--- config.mk ---
export PLATFORM = sky130hd
export DESIGN_NAME = systolic_pe_simd_flat
export DESIGN_NICKNAME = d
export VERILOG_FILES = /design/src/rtl/systolic_pe_simd_pkg.sv /design/src/rtl/systolic_pe_simd_if.sv /design/src/rtl/systolic_pe_simd_mac.sv /design/src/rtl/systolic_pe_simd.sv /design/src/flat_wrapper.sv
export SDC_FILE = /design/constraint.sdc
export NUM_CORES = 1
export LEC_CHECK = 0
export ABC_AREA = 0
export BUFFER_PORTS_ARGS = -buffer_cell sky130_fd_sc_hd__buf_4
export CAP_MARGIN = 10
export CORE_UTILIZATION = 65
export DETAILED_ROUTE_END_ITERATION = 10
export PLACE_DENSITY = 0.9
export SYNTH_ARGS = -nofsm -noshare
export SYNTH_HDL_FRONTEND = slang
export SYNTH_HIERARCHICAL = 1
export SYNTH_SLANG_ARGS = --single-unit
export TNS_END_PERCENT = 1
--- constraint.sdc ---
create_clock -name clk -period 17.9 [get_ports clk]
set_input_delay 0.895 -clock clk [delete_from_list [all_inputs] [get_ports clk]]
set_output_delay 0.895 -clock clk [all_outputs]
set_load 0.005 [all_outputs]
--- src/rtl/systolic_pe_simd_pkg.sv ---
// Shared definitions for the systolic SIMD processing element.
//   SIMD_DUAL / SIMD_WIDE : encodings of simd_mode
//   sext()                : sign-extend the low 'width' bits of a value to 64 bits
//   sat_add()             : signed add with clamp to a 'width'-bit range,
//                           returns {ovf, clamped_sum}
package pe_pkg;

  localparam logic SIMD_DUAL = 1'b0;
  localparam logic SIMD_WIDE = 1'b1;

  // Bits above 'width' are discarded, so this also truncates.
  function automatic logic signed [63:0] sext(input logic [63:0] v, input int width);
    logic signed [63:0] t;
    t = signed'(v << (64 - width));
    return t >>> (64 - width);
  endfunction

  // Operands must already be sign-extended; the 64-bit sum cannot overflow
  // for any width this block is built with.
  function automatic logic [64:0] sat_add(input logic signed [63:0] a,
                                          input logic signed [63:0] b,
                                          input int width);
    logic signed [63:0] s;
    logic signed [63:0] mx;
    logic signed [63:0] mn;
    logic               ovf;
    s   = a + b;
    mx  = (64'sd1 <<< (width - 1)) - 64'sd1;
    mn  = -mx - 64'sd1;
    ovf = (s > mx) || (s < mn);
    if (s > mx) s = mx;
    else if (s < mn) s = mn;
    return {ovf, s};
  endfunction

endpackage

--- src/rtl/systolic_pe_simd_if.sv ---
// Bundle of one processing element's non-clock signals.
//   clr, simd_mode                           : control into the PE
//   in_valid/in_data/in_is_weight/in_swap    : token from the west
//   sum_in                                   : partial sum from the north
//   out_valid/out_data/out_is_weight/out_swap: token to the east (1-cycle delay)
//   sum_out/sum_valid                        : partial sum to the south
//   sat_flag                                 : sticky saturation indicator
// Handshake: valid-only, no backpressure. A token is consumed on every rising
// clk edge where in_valid=1; in_data/in_is_weight/in_swap/sum_in are don't-care
// otherwise. sum_valid is high for exactly the cycle after a data beat.
// master = the neighbour/driver side, slave = the PE.
interface systolic_pe_simd_if #(
  parameter int DATA_W = 16,
  parameter int ACC_W  = 32
);
  logic              clr;
  logic              simd_mode;
  logic              in_valid;
  logic [DATA_W-1:0] in_data;
  logic              in_is_weight;
  logic              in_swap;
  logic [ACC_W-1:0]  sum_in;
  logic              out_valid;
  logic [DATA_W-1:0] out_data;
  logic              out_is_weight;
  logic              out_swap;
  logic [ACC_W-1:0]  sum_out;
  logic              sum_valid;
  logic              sat_flag;

  modport master (
    output clr, simd_mode, in_valid, in_data, in_is_weight, in_swap, sum_in,
    input  out_valid, out_data, out_is_weight, out_swap, sum_out, sum_valid, sat_flag
  );

  modport slave (
    input  clr, simd_mode, in_valid, in_data, in_is_weight, in_swap, sum_in,
    output out_valid, out_data, out_is_weight, out_swap, sum_out, sum_valid, sat_flag
  );
endinterface

--- src/rtl/systolic_pe_simd_mac.sv ---
// Combinational signed SIMD multiply-accumulate.
//   d, w     : DATA_W operands (two LANE_W lanes in dual mode)
//   acc_in   : ACC_W accumulator (two LACC_W lanes in dual mode)
//   mode     : SIMD_WIDE = one full-width lane, SIMD_DUAL = two independent lanes
//   r        : result, clamped per lane when SAT_EN, wrapped otherwise
//   lane_ovf : per-lane signed overflow (bit 1 always 0 in wide mode)
module simd_mac
  import pe_pkg::*;
#(
  parameter int DATA_W = 16,
  parameter int ACC_W  = 32,
  parameter int SAT_EN = 1
) (
  input  logic [DATA_W-1:0] d,
  input  logic [DATA_W-1:0] w,
  input  logic [ACC_W-1:0]  acc_in,
  input  logic              mode,
  output logic [ACC_W-1:0]  r,
  output logic [1:0]        lane_ovf
);
  localparam int LANE_W = DATA_W / 2;
  localparam int LACC_W = ACC_W / 2;

  logic signed [63:0] p;
  logic signed [63:0] a;
  logic [64:0]        s;

  always_comb begin
    r        = '0;
    lane_ovf = '0;
    p        = '0;
    a        = '0;
    s        = '0;
    if (mode == SIMD_WIDE) begin
      // Product is reduced to ACC_W before the add, as the lane adder sees it.
      p = sext(sext(64'(d), DATA_W) * sext(64'(w), DATA_W), ACC_W);
      a = sext(64'(acc_in), ACC_W);
      s = sat_add(p, a, ACC_W);
      lane_ovf[0] = s[64];
      r = (SAT_EN != 0) ? s[ACC_W-1:0] : ACC_W'(p + a);
    end else begin
      // Each lane is computed in isolation, so no carry can cross lanes.
      for (int i = 0; i < 2; i++) begin
        p = sext(sext(64'(d[i*LANE_W +: LANE_W]), LANE_W) *
                 sext(64'(w[i*LANE_W +: LANE_W]), LANE_W), LACC_W);
        a = sext(64'(acc_in[i*LACC_W +: LACC_W]), LACC_W);
        s = sat_add(p, a, LACC_W);
        lane_ovf[i] = s[64];
        r[i*LACC_W +: LACC_W] = (SAT_EN != 0) ? s[LACC_W-1:0] : LACC_W'(p + a);
      end
    end
  end
endmodule

--- src/rtl/systolic_pe_simd.sv ---
// Weight-stationary systolic PE with double-buffered weight and SIMD MAC.
//   clk, rst_n : clock, asynchronous active-low reset
//   pe         : systolic_pe_simd_if.slave (control, west/north inputs,
//                east/south outputs, sat_flag)
// Tokens pass east and sums pass south through one register each. Weights
// load into a shadow register; a swap token copies shadow -> active as the
// wavefront passes, so weights change without stalling the data stream.
module systolic_pe_simd
  import pe_pkg::*;
#(
  parameter int DATA_W = 16,
  parameter int ACC_W  = 32,
  parameter int SAT_EN = 1
) (
  input  logic               clk,
  input  logic               rst_n,
  systolic_pe_simd_if.slave  pe
);
  logic [DATA_W-1:0] w_act;
  logic [DATA_W-1:0] w_shd;
  logic [ACC_W-1:0]  mac_r;
  logic [1:0]        mac_ovf;

  logic              out_valid_q;
  logic [DATA_W-1:0] out_data_q;
  logic              out_is_weight_q;
  logic              out_swap_q;
  logic [ACC_W-1:0]  sum_out_q;
  logic              sum_valid_q;
  logic              sat_flag_q;

  simd_mac #(
    .DATA_W (DATA_W),
    .ACC_W  (ACC_W),
    .SAT_EN (SAT_EN)
  ) u_mac (
    .d        (pe.in_data),
    .w        (w_act),
    .acc_in   (pe.sum_in),
    .mode     (pe.simd_mode),
    .r        (mac_r),
    .lane_ovf (mac_ovf)
  );

  always_ff @(posedge clk or negedge rst_n) begin
    if (!rst_n) begin
      w_act           <= '0;
      w_shd           <= '0;
      out_valid_q     <= 1'b0;
      out_data_q      <= '0;
      out_is_weight_q <= 1'b0;
      out_swap_q      <= 1'b0;
      sum_out_q       <= '0;
      sum_valid_q     <= 1'b0;
      sat_flag_q      <= 1'b0;
    end else if (pe.clr) begin
      w_act           <= '0;
      w_shd           <= '0;
      out_valid_q     <= 1'b0;
      out_data_q      <= '0;
      out_is_weight_q <= 1'b0;
      out_swap_q      <= 1'b0;
      sum_out_q       <= '0;
      sum_valid_q     <= 1'b0;
      sat_flag_q      <= 1'b0;
    end else begin
      // East pass is unconditional so neighbours see the exact token stream.
      out_valid_q     <= pe.in_valid;
      out_data_q      <= pe.in_data;
      out_is_weight_q <= pe.in_is_weight;
      out_swap_q      <= pe.in_swap;
      sum_valid_q     <= 1'b0;
      if (pe.in_valid) begin
        // Non-blocking reads give the old shadow / old active weight when a
        // swap shares a beat with a load or a data token.
        if (pe.in_swap) w_act <= w_shd;
        if (pe.in_is_weight) begin
          w_shd <= pe.in_data;
        end else begin
          sum_out_q   <= mac_r;
          sum_valid_q <= 1'b1;
          if ((SAT_EN != 0) && (mac_ovf != 2'b00)) sat_flag_q <= 1'b1;
        end
      end
    end
  end

  assign pe.out_valid     = out_valid_q;
  assign pe.out_data      = out_data_q;
  assign pe.out_is_weight = out_is_weight_q;
  assign pe.out_swap      = out_swap_q;
  assign pe.sum_out       = sum_out_q;
  assign pe.sum_valid     = sum_valid_q;
  assign pe.sat_flag      = sat_flag_q;
endmodule
--- src/flat_wrapper.sv ---
// flat-port wrapper written by rule: the top's interface ports become plain ports
module systolic_pe_simd_flat import pe_pkg::*;
#(
  parameter int DATA_W = 16,
  parameter int ACC_W  = 32,
  parameter int SAT_EN = 1
)
  (clk, rst_n, pe_clr, pe_simd_mode, pe_in_valid, pe_in_data, pe_in_is_weight, pe_in_swap, pe_sum_in, pe_out_valid, pe_out_data, pe_out_is_weight, pe_out_swap, pe_sum_out, pe_sum_valid, pe_sat_flag);
  systolic_pe_simd_if #(.DATA_W(DATA_W), .ACC_W(ACC_W)) pe_i ();
  input  logic clk;
  input  logic rst_n;
  input wire logic [$bits(pe_i.clr)-1:0] pe_clr;
  input wire logic [$bits(pe_i.simd_mode)-1:0] pe_simd_mode;
  input wire logic [$bits(pe_i.in_valid)-1:0] pe_in_valid;
  input wire logic [$bits(pe_i.in_data)-1:0] pe_in_data;
  input wire logic [$bits(pe_i.in_is_weight)-1:0] pe_in_is_weight;
  input wire logic [$bits(pe_i.in_swap)-1:0] pe_in_swap;
  input wire logic [$bits(pe_i.sum_in)-1:0] pe_sum_in;
  output wire logic [$bits(pe_i.out_valid)-1:0] pe_out_valid;
  output wire logic [$bits(pe_i.out_data)-1:0] pe_out_data;
  output wire logic [$bits(pe_i.out_is_weight)-1:0] pe_out_is_weight;
  output wire logic [$bits(pe_i.out_swap)-1:0] pe_out_swap;
  output wire logic [$bits(pe_i.sum_out)-1:0] pe_sum_out;
  output wire logic [$bits(pe_i.sum_valid)-1:0] pe_sum_valid;
  output wire logic [$bits(pe_i.sat_flag)-1:0] pe_sat_flag;
  assign pe_i.clr = pe_clr;
  assign pe_i.simd_mode = pe_simd_mode;
  assign pe_i.in_valid = pe_in_valid;
  assign pe_i.in_data = pe_in_data;
  assign pe_i.in_is_weight = pe_in_is_weight;
  assign pe_i.in_swap = pe_in_swap;
  assign pe_i.sum_in = pe_sum_in;
  assign pe_out_valid = pe_i.out_valid;
  assign pe_out_data = pe_i.out_data;
  assign pe_out_is_weight = pe_i.out_is_weight;
  assign pe_out_swap = pe_i.out_swap;
  assign pe_sum_out = pe_i.sum_out;
  assign pe_sum_valid = pe_i.sum_valid;
  assign pe_sat_flag = pe_i.sat_flag;
  systolic_pe_simd #(.DATA_W(DATA_W), .ACC_W(ACC_W), .SAT_EN(SAT_EN)) u_core (.clk(clk), .rst_n(rst_n), .pe(pe_i));
endmodule
==> run summary, run 1 <==
The min-delay analysis places its worst path in the category in -> async. In this run, flip-flops and latches consume 23.5% of the power. The number of antenna violations at the first check in global routing was 2; the clock period minus worst slack was 8.27 ns.

The run gives 53.4% as the share of total power in combinational logic. The gate family responsible for the most delay along the worst path is adder cells. Counting both buffers and inverters, the worst setup path holds a total of 6. The run gives 70.5% as the utilization after layout. At the placement stage, the worst setup path has a slack of 9.33 ns.

For the worst-case vdd ir drop, the log shows 46.2 uV. The first global-routing pass estimated 87,400 um of wire. The arrival time at the worst endpoint is 8.45 ns, and the register clock-pin slew on the reported worst setup and hold paths is 0.07 ns. The largest family of logic cells by synthesized area is adder cells. Entering global routing, the biggest net connects 85 pins. For this run, the number of standard cells in the final layout without fillers is 2,620. The tools report the via count as 15,449.

For this run, the total global-route usage over all layers was measured as 36.3%. Counting the fill cells in the layout gives 2,196. Among all flip-flop cells after synthesis, the most frequent one is dfrtp_1. After the last flow step, the layout net total stands at 2,879. The wire length per cell was 20.6 um; the slew at the pin with the worst max-slew slack was 0.948 ns. The post-synthesis average cell area works out to 9.38 um^2. The tree built by TritonCTS fans out to 85 sinks.

The tools report the count of unresolved DRC violations after routing as 0. The tools report the startpoint type of the worst setup path as a flip-flop. Headroom to the max-slew limit came out at 36.8%. The delay contributed by the slowest stage of the critical path came out at 0.72 ns. Counting the buffers created by CTS gives 9. After technology mapping, the gate count stands at 2,167.

By startpoint and endpoint, the worst setup path is classified as reg -> reg. The floorplan die height was 179 um. The tools report the total negative slack as 0 ns. The summed area of non-filler cells in the final layout is 21,600 um^2. The run finished with clean final reports. Violation count after the first detailed-routing iteration: 1,155. In this run the power density over the cells is 42.3 nW/um^2.

For the final database, setup skew stands at 0.0108 ns. The netlist uses 70 different library cells. After detailed placement, the design holds a cell count of 2,603. The analysis attributes to net switching a power of 0.394 mW. Summing the areas of all and, or, nand and nor instances in the mapped netlist gives 13.5% of the synthesized area.

Summing the areas of all fa, ha and maj instances in the mapped netlist gives 53.3% of the synthesized area. Setup slack on the critical path of the routed design comes to 9.63 ns. Timing would allow up to 0.121 GHz. Across the whole layout, storage elements account for 2130 um^2. The run gives 0 as the post-CTS resize count.

After detailed placement, the total cell area comes to 21,300 um^2. The area added between synthesis and finish came out at 6.37%. The run gives 0 as the number of pins exceeding their max-slew limit in the final report.

The multiplexer share of the synthesized area was 0%. The effective utilization at floorplan is 66.3%. The depth of the worst register-to-register path was 24. The share of the synthesized area in compound gates (AO/OA/AOI/OAI) came out at 8.78%. The standard cell with the maximum stage delay on the critical path is dfrtp_1.

The run gives 43,400 um as the sum of net half-perimeters after detailed placement. In this run the standard cell core region covers 30,700 um^2. The multi-input combinational cells in the finished layout cover a total of 15,900 um^2. In this run, post-CTS hold repair placed 0 buffers.

In this run the deepest clock path goes through 2 buffers. The tool flagged a number of max-cap violations equal to 0. The number of input and output port buffers inserted was 107. Leaving out fill and tap cells, the most frequent cell in the layout is inv_1. Of the total power, the share spent switching nets is 43.1%. The logs give 16,967 for the via count of the first global-routing pass and 54,000 um for the total detailed-routing wirelength. The tools report the sort of element at the end of the critical path as a flip-flop. Counting every net in the synthesized netlist gives 2,827. Leaving out fill and tap cells, the most frequent cells in the layout are inv_1, fa_1, nand2_1. The run gives 32,000 um^2 as the area enclosed by the die boundary. The share of the Yosys chip area taken by registers is 10.5%. Of all nets on the critical path, the largest fanout is 17. The number of setup buffers added after CTS is 0, and the routability congestion estimate is 0.940. The first TritonRoute pass finished after 5 iterations. The required arrival time at the worst endpoint is 18.08 ns, and the standard-cell row count is 64.

The width of the die is 179 um, and the insertion delay of the later-clocked pin in the worst-skew pair is 0.35 ns. Counting flops with an async set or reset pin after synthesis yields a share of 100%. Summed over all cells, the static leakage comes to 11.5 nW. In this run the remaining antenna-violating nets after routing total 0. In this run the count of I/O pins placed on the die edge is 108.

Setup violations remaining at the end of the flow were counted as 0. The run gives 6 as the number of warnings issued by yosys. The via density per instance works out to 5.90. The critical path runs through a total of 24 cells. Setup repair after global routing left no endpoint under its margin. The post-synthesis share of cell area spent on xor and xnor gates came out at 2.89%. The post-route fraction of the period consumed by the critical path is 46.2%, and the number of antenna diodes is 0. The tools report the cell area after synthesis as 20,300 um^2.

The run gives 0.520 mW as the cell-internal power. The critical path goes through nand2_1 -> inv_1 -> fa_1 -> inv_1 -> fa_1 -> inv_1 -> fa_1 -> fa_1 -> fa_1 -> inv_1 -> fa_1 -> inv_1 -> ha_1 -> and4_4 -> nor3b_2 -> inv_1 -> a211o_1 -> nand4_1 -> or3b_1 -> and2_1 -> nor2_2 -> a22oi_1 -> nand2_1 -> a21oi_1. The depth of the CTS H-tree is 3. The count of endpoints failing hold in the final timing report is 0, and the count of flip-flops with a built-in enable after synthesis is 0.

Per report_power, the clock group accounts for 23.1% of the total. In this run the clock root is driven by a clkbuf_16. The post-synthesis sequential element count is 85, and the share of final-layout standard cells stronger than drive strength 1 is 7.64%. TritonCTS built the clock tree. The total overflow reported by the global router came out at 0.
sequential cells by signal (all words and copies together) (netlist names):
signal                   flops
u_core/pe.out_swap           1
u_core/pe.sum_out           32
u_core/pe.out_is_weight      1
u_core/pe.sum_valid          1
u_core/pe.sat_flag           1
u_core/w_act                16
u_core/pe.out_valid          1
u_core/w_shd                16
u_core/pe.out_data          16
kinds of logic after synthesis:
logic type | after synthesis
AOI/OAI and AO/OA | 275
xor gates and xnor gates | 67
adders and majority gates | 609
buffers and inverters | 570
DFF | 85
and+or+nand+nor | 561
path summary, 6_finish.rpt:
| path | slack [ns] | to | from |
|---|---|---|---|
| worst max register to register | 9.63 | u_core/pe.sum_out[17] | u_core/w_act[1] |
| worst min-delay path | 0.49 | u_core/pe.out_data[2] | rst_n |
| max in group asynchronous | 16.33 | u_core/pe.out_data[6] | rst_n |
| worst max-delay path | 9.63 | u_core/pe.sum_out[17] | u_core/w_act[1] |
| min in group clk | 0.52 | u_core/w_act[12] | u_core/w_shd[12] |
| worst min register to register | 0.52 | u_core/w_act[12] | u_core/w_shd[12] |
Yosys cell counts (7+ instances only):
master    count  area share (%)
fa_1        428              42
and2_1      144             4.4
nor2_1       45            0.83
dfrtp_1      85              10
o21ai_0      32            0.79
clkbuf_1     48            0.89
a211oi_1      9            0.33
o31ai_1      11            0.41
xnor2_1      44             1.9
xor2_1       23            0.99
a21oi_2      11            0.47
nand2_1     272             5.0
o21a_1       17            0.63
ha_1        177              11
a21oi_1     108             2.7
a211o_1       7            0.30
nand2b_1     17            0.52
buf_6        13            0.72
inv_1       498             9.2
a21o_1       15            0.55
a22oi_1       8            0.30
nand2_2      10            0.31
nand3_1       7            0.17
o211ai_1      7            0.26
nor2b_1      30            0.92
per-layer routing:
layer	wire, um	vias to the layer above	track usage [%]
li1	-	6664	-
met2	27800	713	63.6
met4	4080	0	24.3
met3	3190	225	4.35
met5	0	-	0
met1	18900	7847	41.6
final cells by class:
type,instances,share of cell area [%]
Sequential cell,85,9.84
Timing Repair Buffer,113,3.96
Clock buffer,10,1.11
Clock inverter,6,0.428
Tap cell,396,2.29
Inverter,498,8.65
Multi-Input combinational cell,1512,73.7
power groups by stage:
stage | combinational, mW | sequential, mW | clock, mW
after CTS | 0.480 | 0.215 | 0.212
after floorplan | 0.340 | 0.215 | 0
after detailed placement | 0.474 | 0.218 | 0
final | 0.488 | 0.215 | 0.211
after global routing | 0.536 | 0.216 | 0.221
after global placement | 0.459 | 0.218 | 0
metrics by stage:
step	total power, mW	hold slack [ns]
global route	0.973	0.521
CTS	0.907	0.499
finish	0.915	0.490
floorplan	0.554	0.497
detailed placement	0.693	0.508
global placement	0.677	0.502
Power figures use the tool's default switching activity.
==> run 2, diff against run 1 <==
Settings changed: CORE_UTILIZATION 65 to 59, PLACE_DENSITY 0.9 to 0.86.
Clock period 17.9 ns to 6.75 ns, I/O delays scaled along.
==> run summary, run 2 (same netlist as run 1, synthesis figures left out) <==
The run finished with clean final reports. The violation count after the first detailed-routing iteration is 1,100, and the area added between synthesis and finish is 13.8%. For this run, the number of standard cells in the final layout without fillers is 2,801. The logs give 58.5% for the share of total power in combinational logic and 3,008 for the number of nets in the finished design. The sequential cell fraction of total power is 21.2%. In this design, the critical path's most frequently occurring cell is fa_1. The count of endpoints failing hold in the final timing report came out at 0. Summing all multi-input logic gate instances after layout gives 16,300 um^2. The library cell used most frequently in the layout, excluding fill and tap cells, is inv_1. TritonCTS built the clock tree. The via density per instance is 5.70, and the clock tree skew after final layout is 0.00905 ns. The standard-cell row count is 67, and the insertion delay of the later-clocked pin in the worst-skew pair is 0.36 ns. The number of antenna violations at the first check in global routing is 1. STA classifies the critical path endpoint as a flip-flop. The run gives 0 as the number of pins exceeding their max-slew limit in the final report. The via count is 15,957. The via count of the first global-routing pass was 17,735; the number of input and output port buffers inserted was 107.

Required arrival time at the worst endpoint: 6.94 ns. The count of pins on the block boundary is 108, and the total track usage is 33.0%. Of the total power, the clock network draws 20.3%. The total leakage power was 12.2 nW; the switching portion of total power was 42.8%. The top cell types in the final layout, fill and taps aside, are inv_1, fa_1, nand2_1.

The effective utilization at floorplan was 60.3%; the total net switching power was 1.14 mW. The H-tree was split into 3 levels. Width of the die: 188 um. The arrival time at the worst endpoint was 6.88 ns.

Internal power comes to 1.53 mW. The count of unresolved DRC violations after routing came out at 0. The post-route fraction of the period consumed by the critical path was 99.1%; the biggest fanout along the worst timing path was 9.

For the worst-case vdd ir drop, the log shows 127 uV. Summing all placed instances gives a cell area of 22,200 um^2. In this run the critical register-to-register path is launched from u_core/w_act[4]. The clock period could shrink to 6.69 ns.

The number of instances in the placed design came out at 2,767. CTS placed an instance of clkbuf_16 at the clock tree root. For hold timing, the worst endpoint is u_core/pe.sum_valid. Area enclosed by the die boundary: 35,200 um^2.

Total overflow reported by the global router: 0. The hold path startpoint was pe_in_is_weight. The maximum frequency from static timing analysis was 0.149 GHz; the first-pass GRT wire length was 90,200 um. For the standard cell core area, the log shows 33,700 um^2.

The wire length per cell was 20.0 um. In this run the power density over the cells is 115 nW/um^2. After clock tree synthesis, the clock-pin slew on the worst setup and hold paths is 0.07 ns. The tools report the reg-to-reg endpoint as u_core/pe.sum_out[5].

The run gives 0 as the final count of negative-setup-slack endpoints. Routability-driven placement finished with a final weighted congestion of 0.954. The slew at the pin with the worst max-slew slack is 0.982 ns. The worst setup path is launched from a flip-flop. Setup repair after global routing could not meet its margin everywhere. The slack of the critical path came out at 0.0600 ns. For the total iterations of the first detailed-routing run, the log shows 5.

The class of the tightest hold or removal check was in -> reg. The worst hold path passes through 2 cells. Flop-to-flop setup slack: 0.06 ns. For this run, the slowest stage of the critical path takes 0.60 ns. For the summed area of non-filler cells in the final layout, the log shows 23,100 um^2. Summing all flip-flop and latch instances after layout gives 2140 um^2.

The share of final-layout standard cells stronger than drive strength 1 was 16.3%. The flip-flop count of the largest register, all copies and words added is 32. The kind of critical path is reg -> reg. The total CTS buffers came out at 9. The number of antenna diodes in the final layout is 0.

The logs give 85 for the clock net sink count and 0 for the remaining number of nets flagged by the antenna check after routing. The floorplan die height works out to 188 um. Standard cell with the maximum stage delay on the critical path: fa_1. Detailed placement finished with a half-perimeter wire length of 45,900 um. Across the run, the number of max-cap violations was 0. At the placement stage, the worst setup path has a slack of -0.233 ns. Measured against its own limit, the worst slew margin works out to 34.5%. Counting cells, the worst reg-to-reg path comes to 24. The signal on the critical path passes through buf_6 -> and2_1 -> fa_1 -> inv_1 -> fa_1 -> fa_1 -> inv_1 -> fa_1 -> fa_1 -> inv_1 -> fa_1 -> inv_1 -> ha_1 -> nand4_1 -> a21oi_1 -> o21ai_1 -> a211o_1 -> nand4_1 -> or3b_4 -> buf_6 -> maj3_1 -> a22o_1 -> nand2_1 -> a21oi_1. The start point of the critical path is u_core/w_act[4]. For the maximum root-to-sink buffer count, the log shows 2. For the final routed database, the setup TNS stands at 0 ns.

The maximum number of pins on one net before global-route repair was 85. Number of filler cells placed in the layout: 2,430. The total detailed-routing wirelength was 56,100 um.
run 2: cell type report:
class	instances	share of cell area (%)
clock buffers	10	1.03
clock inverters	6	0.341
inverters	498	8.11
multi-input cells	1512	70.5
flip-flops and latches	85	9.25
well taps	448	2.42
repair buffers	242	8.31
run 2: per-layer routing:
layer	vias to the layer above	GRT usage [%]	part of all wire, %
met1	8157	38.4	37
met3	210	3.43	5.2
met2	666	58.8	52
li1	6924	-	-
met5	-	0	0
met4	0	20.3	6.7
run 2: through the flow:
stage	power, mW	utilization [%]	hold slack, ns
global route	2.83	68.6	0.203
CTS	2.55	67.2	0.201
detailed placement	1.98	66.0	0.264
global placement	1.94	66.0	0.257
floorplan	1.47	-	0.0419
finish	2.67	68.6	0.205
run 2: critical path, delay by kind of cell, from the launching register on:
family          cells  cell delay [ns]
fa+ha+maj           8             3.75
buf+inv             6             0.54
compound gates      5             0.87
flops               1             0.45
simple gates        5             0.90
run 2: power by group through the flow:
stage          logic (mW)  registers (mW)  clock network (mW)
2_1_floorplan       0.902           0.570                   0
3_3_place_gp         1.37           0.573                   0
3_5_place_dp         1.41           0.573                   0
4_1_cts              1.44           0.564               0.545
5_1_grt              1.70           0.567               0.560
6_report             1.56           0.564               0.542
run 2: what timing repair did:
| item | 4_1_cts | 5_1_grt |
|---|---|---|
| endpoints found under the hold margin | 26 | 0 |
| hold buffers | 1 | 0 |
| resized for setup | 21 | 80 |
| setup endpoints to repair | 33 | 33 |
| pin swaps | 7 | 46 |
| buffers inserted | 4 | 12 |
run 2: worst max-delay path by stage:
stage | end | cells after the start
after global routing | u_core/pe.sum_out[16] | 26
after floorplan | u_core/pe.sum_out[23] | 28
after detailed placement | u_core/pe.sum_out[5] | 24
final | u_core/pe.sum_out[5] | 24
after global placement | u_core/pe.sum_out[5] | 23
after CTS | u_core/pe.sum_out[17] | 27
